**src/rtl/seq_frame_tx.sv**
```systemverilog
// Serial frame transmitter: sync pattern, then the payload MSB-first, then an idle gap, on line X.
// Every output comes straight from a flop, so no input reaches an output combinationally.
module seq_frame_tx #(
  parameter int                    DATA_W     = 8,
  parameter int                    SYNC_LEN   = 5,
  parameter logic [SYNC_LEN-1:0]   SYNC_PAT   = 5'b00010,
  parameter int                    GAP_CYCLES = 2,
  parameter logic                  IDLE_LEVEL = 1'b1
) (
  input  logic              clk,
  input  logic              reset,
  input  logic              start,
  input  logic [DATA_W-1:0] data_in,
  output logic              ready,
  output logic              X,
  output logic              done,
  output logic [2:0]        state
);

  localparam int CNT_W = 5;
  localparam logic [7:0] SYNC_EXT = 8'(SYNC_PAT);

  typedef enum logic [2:0] {
    ST_IDLE = 3'b000,
    ST_SYNC = 3'b001,
    ST_DATA = 3'b010,
    ST_GAP  = 3'b011
  } state_t;

  state_t             state_q, state_d;
  logic               x_q, x_d;
  logic               ready_q, ready_d;
  logic               done_q, done_d;
  logic [DATA_W-1:0]  shift_q, shift_d;
  logic [CNT_W-1:0]   cnt_q, cnt_d;

  // State register and registered outputs
  always_ff @(posedge clk or posedge reset) begin
    if (reset) begin
      state_q <= ST_IDLE;
      x_q     <= IDLE_LEVEL;
      ready_q <= 1'b1;
      done_q  <= 1'b0;
      shift_q <= '0;
      cnt_q   <= '0;
    end else begin
      state_q <= state_d;
      x_q     <= x_d;
      ready_q <= ready_d;
      done_q  <= done_d;
      shift_q <= shift_d;
      cnt_q   <= cnt_d;
    end
  end

  // Next-state logic; cnt_q holds the number of bits still to send after the current one
  always_comb begin
    state_d = state_q;
    x_d     = x_q;
    ready_d = ready_q;
    done_d  = 1'b0;
    shift_d = shift_q;
    cnt_d   = cnt_q;
    case (state_q)
      ST_IDLE: begin
        x_d     = IDLE_LEVEL;
        ready_d = 1'b1;
        if (start && ready_q) begin
          shift_d = data_in;
          state_d = ST_SYNC;
          x_d     = SYNC_PAT[SYNC_LEN-1];
          ready_d = 1'b0;
          cnt_d   = CNT_W'(SYNC_LEN - 1);
        end else begin
          state_d = ST_IDLE;
        end
      end
      ST_SYNC: begin
        if (cnt_q == 5'd0) begin
          x_d     = shift_q[DATA_W-1];
          shift_d = shift_q << 1;
          cnt_d   = CNT_W'(DATA_W - 1);
          state_d = ST_DATA;
        end else begin
          x_d   = SYNC_EXT[cnt_q[2:0] - 3'd1];
          cnt_d = cnt_q - 5'd1;
        end
      end
      ST_DATA: begin
        if (cnt_q == 5'd0) begin
          x_d     = IDLE_LEVEL;
          cnt_d   = CNT_W'(GAP_CYCLES - 1);
          state_d = ST_GAP;
        end else begin
          x_d     = shift_q[DATA_W-1];
          shift_d = shift_q << 1;
          cnt_d   = cnt_q - 5'd1;
        end
      end
      ST_GAP: begin
        x_d = IDLE_LEVEL;
        if (cnt_q == 5'd0) begin
          state_d = ST_IDLE;
          ready_d = 1'b1;
          done_d  = 1'b1;
        end else begin
          cnt_d = cnt_q - 5'd1;
        end
      end
      default: begin
        state_d = ST_IDLE;
        x_d     = IDLE_LEVEL;
        ready_d = 1'b1;
        shift_d = '0;
        cnt_d   = '0;
      end
    endcase
  end

  assign ready = ready_q;
  assign X     = x_q;
  assign done  = done_q;
  assign state = state_q;

endmodule

```
**config.mk**
```make
export PLATFORM = sky130hd
export DESIGN_NAME = seq_frame_tx
export DESIGN_NICKNAME = d
export VERILOG_FILES = /design/src/rtl/seq_frame_tx.sv
export SDC_FILE = /design/constraint.sdc
export NUM_CORES = 1
export LEC_CHECK = 0
export CORE_AREA = 4 4 52 49
export DETAILED_ROUTE_END_ITERATION = 12
export DIE_AREA = 0 0 56 53
export DONT_BUFFER_PORTS = 1
export PLACE_DENSITY = 0.68
export SLEW_MARGIN = 20
export SYNTH_ARGS = -nofsm -noshare
export SYNTH_HDL_FRONTEND = slang
export SYNTH_SLANG_ARGS = --single-unit
```
**constraint.sdc**
```tcl
create_clock -name clk -period 2.6 [get_ports clk]
set_clock_uncertainty 0.05 [all_clocks]
set_input_delay 0.52 -clock clk [delete_from_list [all_inputs] [get_ports clk]]
set_output_delay 0.52 -clock clk [all_outputs]
set_load 0.05 [all_outputs]
```
Yosys cells after proc, flatten, opt, wreduce, memory -nomap -nowiden
Memory sizes are Yosys's and may differ from the RTL's.
Index checks and enable logic that the tools add are counted.

cells by class
  $add $sub $neg = 2
  $mul = 0
  div/mod/pow operators = 0
  magnitude comparators = 1
  equality and inequality tests = 9
  shifts and indexed selects = 0
  muxes and demuxes = 23
  bitwise logic cells = 2
  reduce and logical (&&, ||, !) cells = 8

operator list
  cell                                                 count
  one-hot mux 8 bit (4 select lines)                   1
  2-to-1 mux 8 bit                                     3
  2-to-1 mux 5 bit                                     4
  one-hot mux 5 bit (4 select lines)                   1
  inequality test 2 bit (second input constant)        6
  one-hot mux 3 bit (4 select lines)                   1
  2-to-1 mux 3 bit                                     3
  2-to-1 mux 1 bit                                     8
  == test 3 x 2 -> 1 bit (second input constant)       2
  one-hot mux 1 bit (3 select lines)                   2
  zero test 5 bit                                      1
  subtractor 5 x 1 -> 5 bit (second input constant)    1
  < comparator 3 x 4 -> 1 bit (second input constant)  1
  AND reduction 2 bit                                  2
  AND reduction 4 bit                                  1
  == test 3 x 1 -> 1 bit (second input constant)       1
  zero test 3 bit                                      1
  AND reduction 3 bit                                  1
  subtractor 3 x 1 -> 3 bit (second input constant)    1
  NOT 1 bit                                            2
  OR reduction 2 bit                                   1
  logical AND 1 bit                                    1

word-level totals
  register bits after elaboration = 19
  bits in latches = 0
  bits in writable memories = 0
  ROM bits = 8
  input port bits = 11
  output and inout bits = 6
  word-level logic and storage cells = 52
  memories = 1

memory list
  memory           depth  bits a word  read ports  clocked after memory_dff  wr ports  RTL line  source
  (no name shown)  8      1            1           0                         0         85        x_d = SYNC_EXT[cnt_q[2:0] - 3'd1];

Logic depth before layout (Yosys ltp)
Gate-level depths: netlist (run 1).

  depth after elaboration = 5
  mapped depth = 6
  gate-level depth less buffers = 6

Least setup slack after synthesis (run 1)
OpenSTA, ideal clock, no wires.

  kind = register to register
  start point = reg state_q[0], in the netlist state[0]
  end point = reg state_q[0], in the netlist state[0]
  library setup time = 116 ps
  arrival time = 1,979 ps
  required time = 2,434 ps
  slack = 455 ps
  cell stages (with the launch flop) = 7
  path buffers = 0
  clock period less this slack = 2,145 ps
  cell sequence = dfrtp_1 inv_1 ha_1 nor3_1 nor2_1 or3_1 o311ai_0

on the way
  word-level cells in the longest chain between the ends = 3
  elaborated cells on any way between the ends = 9
  those cells by class = 6 x eq/ne; 1 x mux; 2 x reduce/logical

ends and longest elaborated chain
  what                                                              RTL line  source
  start, declared                                                   30        state_t state_q, state_d;
  start signal, assigned                                            47        state_q <= state_d;
  == test 3 x 1 -> 1 bit or == test 3 x 2 -> 1 bit (tied branches)  64        case (state_q)
  inequality test 2 bit (no line)                                   n/a
  AND reduction 3 bit (no line)                                     n/a

Several ways; a longest one is shown, not always the timed one.
A chain may end at the register's enable or synchronous reset.

Worst setup path after layout (run 1)
  start point = reg cnt_q[0]
  end point = reg shift_q[0]

on the way
  word-level cells in the longest chain between the ends = 3
  elaborated cells on any way between the ends = 4
  those cells by class = 2 x eq/ne; 2 x reduce/logical

ends and longest elaborated chain
  what                               RTL line  source
  start, declared                    35        logic [CNT_W-1:0] cnt_q, cnt_d;
  start signal, assigned             52        cnt_q <= cnt_d;
  zero test 5 bit (*)                79, 90
  inequality test 2 bit (no line)    n/a
  AND reduction 4 bit (no line) (*)  n/a
  end signal, assigned               51        shift_q <= shift_d;
  end, declared                      34        logic [DATA_W-1:0] shift_q, shift_d;

Mark *: on every way between the ends. The rest lies on a longest branch, timed or not.

==> results of run 1 <==
per-layer routing:
| layer | GRT usage (%) | share of wire [%] | up-vias |
|---|---|---|---|
| li1 | - | - | 373 |
| met1 | 21.08 | 45 | 365 |
| met2 | 24.51 | 47 | 27 |
| met3 | 6.829 | 7.8 | 2 |
| met4 | 5.534 | 0.34 | 0 |
| met5 | 0 | 0 | - |
synth_stat cells:
cell,instances,area share (%)
a21boi_1,1,0.70
a21oi_1,6,2.8
a21oi_2,1,0.82
a22oi_1,8,5.6
a31oi_1,1,0.58
and2_1,1,0.58
and3b_1,1,0.82
buf_1,1,0.35
buf_4,1,0.70
clkbuf_1,2,0.70
conb_1,1,0.35
dfrtp_1,16,37
dfstp_2,2,4.9
ha_1,7,8.2
inv_1,6,2.1
mux2_1,1,1.1
mux2_2,1,1.1
mux2_4,8,11
nand2_1,3,1.1
nand2_4,1,1.1
nand2b_1,2,1.2
nand3_1,1,0.47
nor2_1,14,4.9
nor3_1,2,0.93
nor4b_2,1,1.4
o211ai_1,1,0.70
o21a_1,1,0.70
o21ai_0,4,1.9
o22a_1,2,1.6
o311ai_0,1,0.82
o41ai_1,1,0.82
or3_1,1,0.58
or4b_4,1,1.3
xnor2_1,1,0.82
power groups by stage:
stage	Clock (uW)	Combinational [uW]	Sequential, uW
floorplan	0	792	585
global route	199	1190	550
global placement	0	1050	534
detailed placement	0	1070	538
finish	178	1070	536
CTS	183	1070	536
per-stage QoR:
stage	instances	cell area [um2]	hold slack, ns	worst slack (ns)
CTS	134	1161	0.1668	0.4842
finish	134	1161	0.1450	0.4820
detailed placement	130	1125	0.4504	0.5240
global route	134	1161	0.1895	0.3633
global placement	130	1125	0.4502	0.5695
floorplan	102	1072	0.4071	0.4550
sequential cells by signal, indices dropped and copies added, names as in the netlist:
signal / cells
shift_q: 8
cnt_q: 5
state: 2
X: 1
done: 1
ready: 1
area by class of cell:
cell class | instances | share of cell area [%]
flip-flops and latches | 18 | 39.01
multi-input cells | 74 | 49.78
clock buffers | 4 | 3.125
inverters | 6 | 1.940
well taps | 27 | 2.909
repair buffers | 5 | 3.233
worst max-delay path, cell delays in order, from the launching register on:
cell and delay, ns:
dfrtp_1 0.43, inv_1 0.10, ha_1 0.23, or4b_4 0.53, a21oi_2 0.20, nand2_4 0.14, mux2_4 0.33
final timing paths:
kind / from / endpoint / cells after the start
setup / recovery: cnt_q[0]$_DFFE_PP0P_ / shift_q[0]$_DFFE_PP0P_ / 6
hold / removal: reset / state[1]$_DFFE_PP0P_ / 1
setup reg to reg: cnt_q[0]$_DFFE_PP0P_ / shift_q[0]$_DFFE_PP0P_ / 6
hold reg to reg: shift_q[4]$_DFFE_PP0P_ / shift_q[4]$_DFFE_PP0P_ / 1
max in group asynchronous: reset / shift_q[5]$_DFFE_PP0P_ / 1
min in group clk: start / ready$_DFFE_PP1P_ / 2
cell families after synthesis:
kind of cell	synth area share, %
AOI/OAI and AO/OA	17.04
xor gates and xnor gates	0.8170
adders and majority gates	8.168
buffers and inverters	3.851
DFF	42.24
muxes	13.30
other	0.3497
and+or+nand+nor	14.24
==> reports/metrics.sh, run 1 <==
RUN_STATUS='completed'
DETAILEDROUTE.FIRSTPASSITERATIONCOUNT=4
MAX_CAP_VIOLATIONS=0
NUMPORTBUFFERS=0
HOLD_PATH.CLASS='primary input to async pin'
POWER.DENSITY_CELL_AREA_mW_PER_MM2=1537
DRT_FIRST_ITER_VIOLATIONS=16
WORST-SETUP-PATH-TYPE='flip-flop to flip-flop'
NUMBER_OF_GLOBAL_ROUTE_VIAS_BEFORE_REPAIR=753
ROUTE.VIAS.TOTAL=767
UTILIZATION_PCT=55.77
P_COMB_SHARE_PCT=60.0
POST_CTS_RESIZE_COUNT=0
GRT_ANTENNA_BEFORE_REPAIR=0
REPORT.FINAL.SLEW_VIOL_COUNT=0
TIMING.SETUP.TNS_NS=0
POST-ROUTE-DRC-COUNT=0
DIODES=0
PERIOD_MINUS_SLACK_NS=2.118
ROUTED_WIRELENGTH_MM=2.066
CRITICAL_PATH_PEAK_FANOUT=8
POST_SYNTH.CELL_AREA_AVG_UM2=10.51
MULTI_INPUT_AREA_UM2=578.1
ROUTABILITYCONGESTION=0.8540
CTS_TREE='done'
INITIAL_CORE_UTIL_PCT=51.50
MAX-CLOCK-PATH-BUFFERS=2
CTS.SINK_COUNT=18
YOSYSWARNINGCOUNT=0
SYNTHCELLS=102
IOS=17
SYNTHESIS.NETS=120
SYNTH_CELL_TYPES=34
WORST_EP_REQUIRED_TIME_NS=2.74
DIE_WIDTH_UM=56
CRITPATHLAUNCHTYPE='flip-flop'
SYNTH.YOSYS.SEQ_AREA_SHARE_PCT=42.24
CLOCK_INSERTION_DELAY_WORST_SKEW_NS=0.30
MOST_COMMON_CELL_AFTER_LAYOUT_FILL_AND_TAPS_ASIDE='dfrtp_1'
CLKTRANSATPATHREGS_NS=0.11
DIE_HEIGHT_UM=53
CLOCK_POWER_SHARE_PCT=10.0
LAYOUT-AREA-OVERHEAD-VS-SYNTH_PCT=8.284
HEADROOM_TO_THE_MAX_SLEW_LIMIT_PCT=53.84
HTREEDEPTH=1
WIRE_PER_INST_UM=15.42
CP_DATA_ARRIVAL_TIME_NS=2.26
TOTAL_POWER_uW=1784
CELLINTERNALPOWER_uW=997.5
LAYOUT_COMMON_CELLS='16 x dfrtp_1, 14 x nor2_1, 8 x a22oi_1, 8 x mux2_4, 7 x ha_1'
PLACEMENT_ROWS=16
POST_CTS_BUFFERS=0
LAYOUT-DRIVE-GT1-SHARE_PCT=22.43
POSTCTSHOLDBUFS=0
GLOBALROUTE.TOTALOVERFLOW=0
TIMING_HOLD_VIOLATIONS_FINAL=0
GRT_FIRST_PASS_WIRELENGTH_MM=3.643
POSTSYNTHREGISTERBITS=18
SEQ_POWER_SHARE_PCT=30.0
POST_SYNTH_INSTANCE_AREA_MM2=0.001072
NUMBER_OF_ROUTED_NETS_WITH_ANTENNA_VIOLATIONS=0
WORST_SLEW_PIN_SLEW_NS=0.6916
CTS_MADE_BUFFERS=3
POWER.STATIC_LEAKAGE_uW=0.0005484
FILLCELLCOUNT=183
GRT_MAX_DEGREE=19
FINAL-SETUP-VIOL-COUNT=0
WORST_IR_DROP_VDD_mV=1.051
SEQ_AREA_UM2=452.9
SWITCHINGPOWER_uW=786.9
END_KIND='flip-flop'
DIEAREA_MM2=0.002968
DPL.HPWL_MM=1.558
FF2FF_SETUP_SLACK_NS=0.48
NNETSFINAL=126
FLOORPLAN.CORE_AREA_MM2=0.002082
UNREPAIRED_SETUP_ENDPOINTS_AFTER_GLOBAL_ROUTING='no'
MAX_FREQ_MHz=472.2
VIAS_PER_CELL=5.724
P_SW_SHARE_PCT=44.10
GRT.TOTAL_USAGE_PCT=16.30
CLOCKROOTBUFFER='clkbuf_4'
FIN_CRIT_SHARE_PCT=81.46
Note: power is estimated with default switching activity, not from simulation.
==> inputs of run 2 (changes only) <==
--- a/config.mk
+++ b/config.mk
@@ -9,7 +9,7 @@
 export DETAILED_ROUTE_END_ITERATION = 12
 export DIE_AREA = 0 0 56 53
 export DONT_BUFFER_PORTS = 1
-export PLACE_DENSITY = 0.68
+export PLACE_DENSITY = 0.71
 export SLEW_MARGIN = 20
 export SYNTH_ARGS = -nofsm -noshare
 export SYNTH_HDL_FRONTEND = slang
==> constraint.sdc (replaced) <==
create_clock -name clk -period 1.87 [get_ports clk]
set_clock_uncertainty 0.05 [all_clocks]
set_input_delay 0.374 -clock clk [delete_from_list [all_inputs] [get_ports clk]]
set_output_delay 0.374 -clock clk [all_outputs]
set_load 0.05 [all_outputs]
==> reports/metrics.sh, run 2 (same netlist as run 1, synthesis figures left out) <==
CP_DATA_ARRIVAL_TIME_NS=2.00  # -0.26 ns
SEQ_POWER_SHARE_PCT=24.8  # -5.2 points
PLACEMENT_ROWS=16  # unchanged
NUMPORTBUFFERS=0  # unchanged
GRT.TOTAL_USAGE_PCT=16.48  # +0.18 points
NNETSFINAL=140  # +11%
CRITPATHLAUNCHTYPE='flip-flop'
WORST-SETUP-PATH-TYPE='flip-flop to flip-flop'
ROUTE.VIAS.TOTAL=832  # +8.5%
P_COMB_SHARE_PCT=66.5  # +6.5 points
DPL.HPWL_MM=1.608  # +3.2%
GRT_MAX_DEGREE=19  # unchanged
GLOBALROUTE.TOTALOVERFLOW=0  # unchanged
FIN_CRIT_SHARE_PCT=99.93  # +18 points
POWER.DENSITY_CELL_AREA_mW_PER_MM2=2130  # +39%
SWITCHINGPOWER_uW=1200  # +52%
CELLINTERNALPOWER_uW=1623  # +63%
CTS_TREE='done'
TOP_REGISTER='shift_q'
WORST_SLEW_PIN_SLEW_NS=0.6884  # -0.003229 ns
ROUTED_WIRELENGTH_MM=2.205  # +6.7%
VIOLATIONS='hold timing'
MAX_FREQ_MHz=535.2  # +13%
IOS=17  # unchanged
DETAILEDROUTE.FIRSTPASSITERATIONCOUNT=4  # unchanged
POSTCTSHOLDBUFS=0  # unchanged
DIE_HEIGHT_UM=53  # unchanged
WORST_EP_REQUIRED_TIME_NS=2.00  # -0.74 ns
ROUTABILITYCONGESTION=0.9527  # +12%
VIAS_PER_CELL=5.622  # -1.8%
PATH_CELLS='inv_2 > ha_4 > or4b_4 > a21oi_4 > nand2_4 > mux2_4'
POST-ROUTE-DRC-COUNT=0  # unchanged
MULTI_INPUT_AREA_UM2=634.4  # +9.7%
RUN_STATUS='finished with violations'
FILLCELLCOUNT=178  # -2.7%
P_SW_SHARE_PCT=42.50  # -1.6 points
MOST_COMMON_CELL_AFTER_LAYOUT_FILL_AND_TAPS_ASIDE='buf_4'
INITIAL_CORE_UTIL_PCT=51.50  # unchanged
CLOCK_INSERTION_DELAY_WORST_SKEW_NS=0.30  # about the same
FIN_HOLD_WS_NS=-0.0004808  # -0.1455 ns
DRT_FIRST_ITER_VIOLATIONS=22  # +6
NUMBER_OF_GLOBAL_ROUTE_VIAS_BEFORE_REPAIR=785  # +4.2%
WIRE_PER_INST_UM=14.90  # -3.4%
FLIP_FLOP_COUNT_OF_THE_LARGEST_REGISTER_ALL_COPIES_AND_WORDS_ADDED=8  # unchanged
NUMBER_OF_ROUTED_NETS_WITH_ANTENNA_VIOLATIONS=0  # unchanged
MAX-CLOCK-PATH-BUFFERS=2  # unchanged
LAYOUT_COMMON_CELLS='19 x buf_4, 14 x nor2_1, 14 x dfrtp_1'
DIODES=0  # unchanged
CRITICAL_PATH_PEAK_FANOUT=8  # unchanged
CLOCK_POWER_SHARE_PCT=8.7  # -1.3 points
LAYOUT-AREA-OVERHEAD-VS-SYNTH_PCT=23.57
FINAL-SETUP-VIOL-COUNT=0  # unchanged
HTREEDEPTH=1  # unchanged
HOLD_PATH.CLASS='primary input to async pin'
REPORT.FINAL.SLEW_VIOL_COUNT=0  # unchanged
FLOORPLAN.CORE_AREA_MM2=0.002082  # unchanged
CLOCKROOTBUFFER='clkbuf_4'
UNREPAIRED_SETUP_ENDPOINTS_AFTER_GLOBAL_ROUTING='yes'
CLKTRANSATPATHREGS_NS=0.11  # about the same
HEADROOM_TO_THE_MAX_SLEW_LIMIT_PCT=54.06  # +0.22 points
GRT_ANTENNA_BEFORE_REPAIR=0  # unchanged
SEQ_AREA_UM2=455.4  # +0.55%
CRITICAL-PATH-SLOWEST-CELL='or4b_4'
DIEAREA_MM2=0.002968  # unchanged
CTS_MADE_BUFFERS=3  # unchanged
LAYOUT-DRIVE-GT1-SHARE_PCT=39.67  # +17 points
TIMING_HOLD_VIOLATIONS_FINAL=1  # +1
POWER.STATIC_LEAKAGE_uW=0.0006284  # +15%
END_KIND='flip-flop'
PERIOD_MINUS_SLACK_NS=1.869  # -0.2494 ns
CTS.SINK_COUNT=18  # unchanged
WORST_IR_DROP_VDD_mV=1.550  # +48%
MAX_CAP_VIOLATIONS=0  # unchanged
DIE_WIDTH_UM=56  # unchanged
TIMING.SETUP.TNS_NS=0  # unchanged
GRT_FIRST_PASS_WIRELENGTH_MM=3.705  # +1.7%
CRITPATHMAXSTAGEDELAY_NS=0.48  # -0.05 ns
==> run 2: layout make-up <==
cell class	count	area share [%]
Timing Repair Buffer	19	10.76
Sequential cell	18	34.37
Clock buffer	4	2.738
Multi-Input combinational cell	74	47.88
Inverter	6	1.700
Tap cell	27	2.550
==> run 2: metrics by stage <==
step                power (uW)  std cells  setup slack [ns]  utilization [%]  instance area [um2]
floorplan                 1993        102           0.01851                -                 1107
global placement          2392        139           0.02955            58.95                 1227
detailed placement        2442        139          -0.02760            58.95                 1227
CTS                       2771        146          -0.05875            62.14                 1294
global route              3049        148          -0.06004            63.64                 1325
finish                    2822        148          0.001387            63.64                 1325
==> run 2: what timing repair did <==
item,CTS,global route
endpoints found under the setup margin,8,10
pin swaps,2,2
gates resized for setup,2,2
setup buffers,3,2
==> run 2: worst max-delay path, delay by kind of cell (launching register included) <==
kind | cells | cell delay [ns]
mux | 1 | 0.32
buf+inv | 1 | 0.08
fa+ha+maj | 1 | 0.12
flops | 1 | 0.41
simple gates | 2 | 0.61
compound gates | 1 | 0.16
==> run 2: power by group through the flow <==
stage               clock [uW]  combinational (uW)  sequential (uW)
floorplan                    0                1170              823
global placement             0                1690              699
detailed placement           0                1730              707
CTS                        253                1820              700
global route               275                2060              719
finish                     246                1880              701
==> run 2: path summary, 6_finish.rpt <==
kind                                           to                   start  slack, ns  cells after the start
max reg2reg                shift_q[0]$_DFFE_PP0P_    cnt_q[0]$_DFFE_PP0P_      0.001                      6
min reg2reg                shift_q[3]$_DFFE_PP0P_  shift_q[3]$_DFFE_PP0P_       0.48                      1
min in group clk                ready$_DFFE_PP1P_                   start       0.29                      2
min                          cnt_q[1]$_DFFE_PP0P_                   reset    -0.0005                      1
max in group asynchronous    state[1]$_DFFE_PP0P_                   reset       1.28                      1
max                        shift_q[0]$_DFFE_PP0P_    cnt_q[0]$_DFFE_PP0P_      0.001                      6
==> run 2: layer usage <==
| layer | up-vias | routed length, um | GRT usage (%) |
|---|---|---|---|
| met5 | - | 0 | 0 |
| met4 | 0 | 38 | 8.300 |
| met3 | 4 | 115 | 2.927 |
| met2 | 27 | 1028 | 25.88 |
| met1 | 400 | 1022 | 21.94 |
| li1 | 401 | - | - |
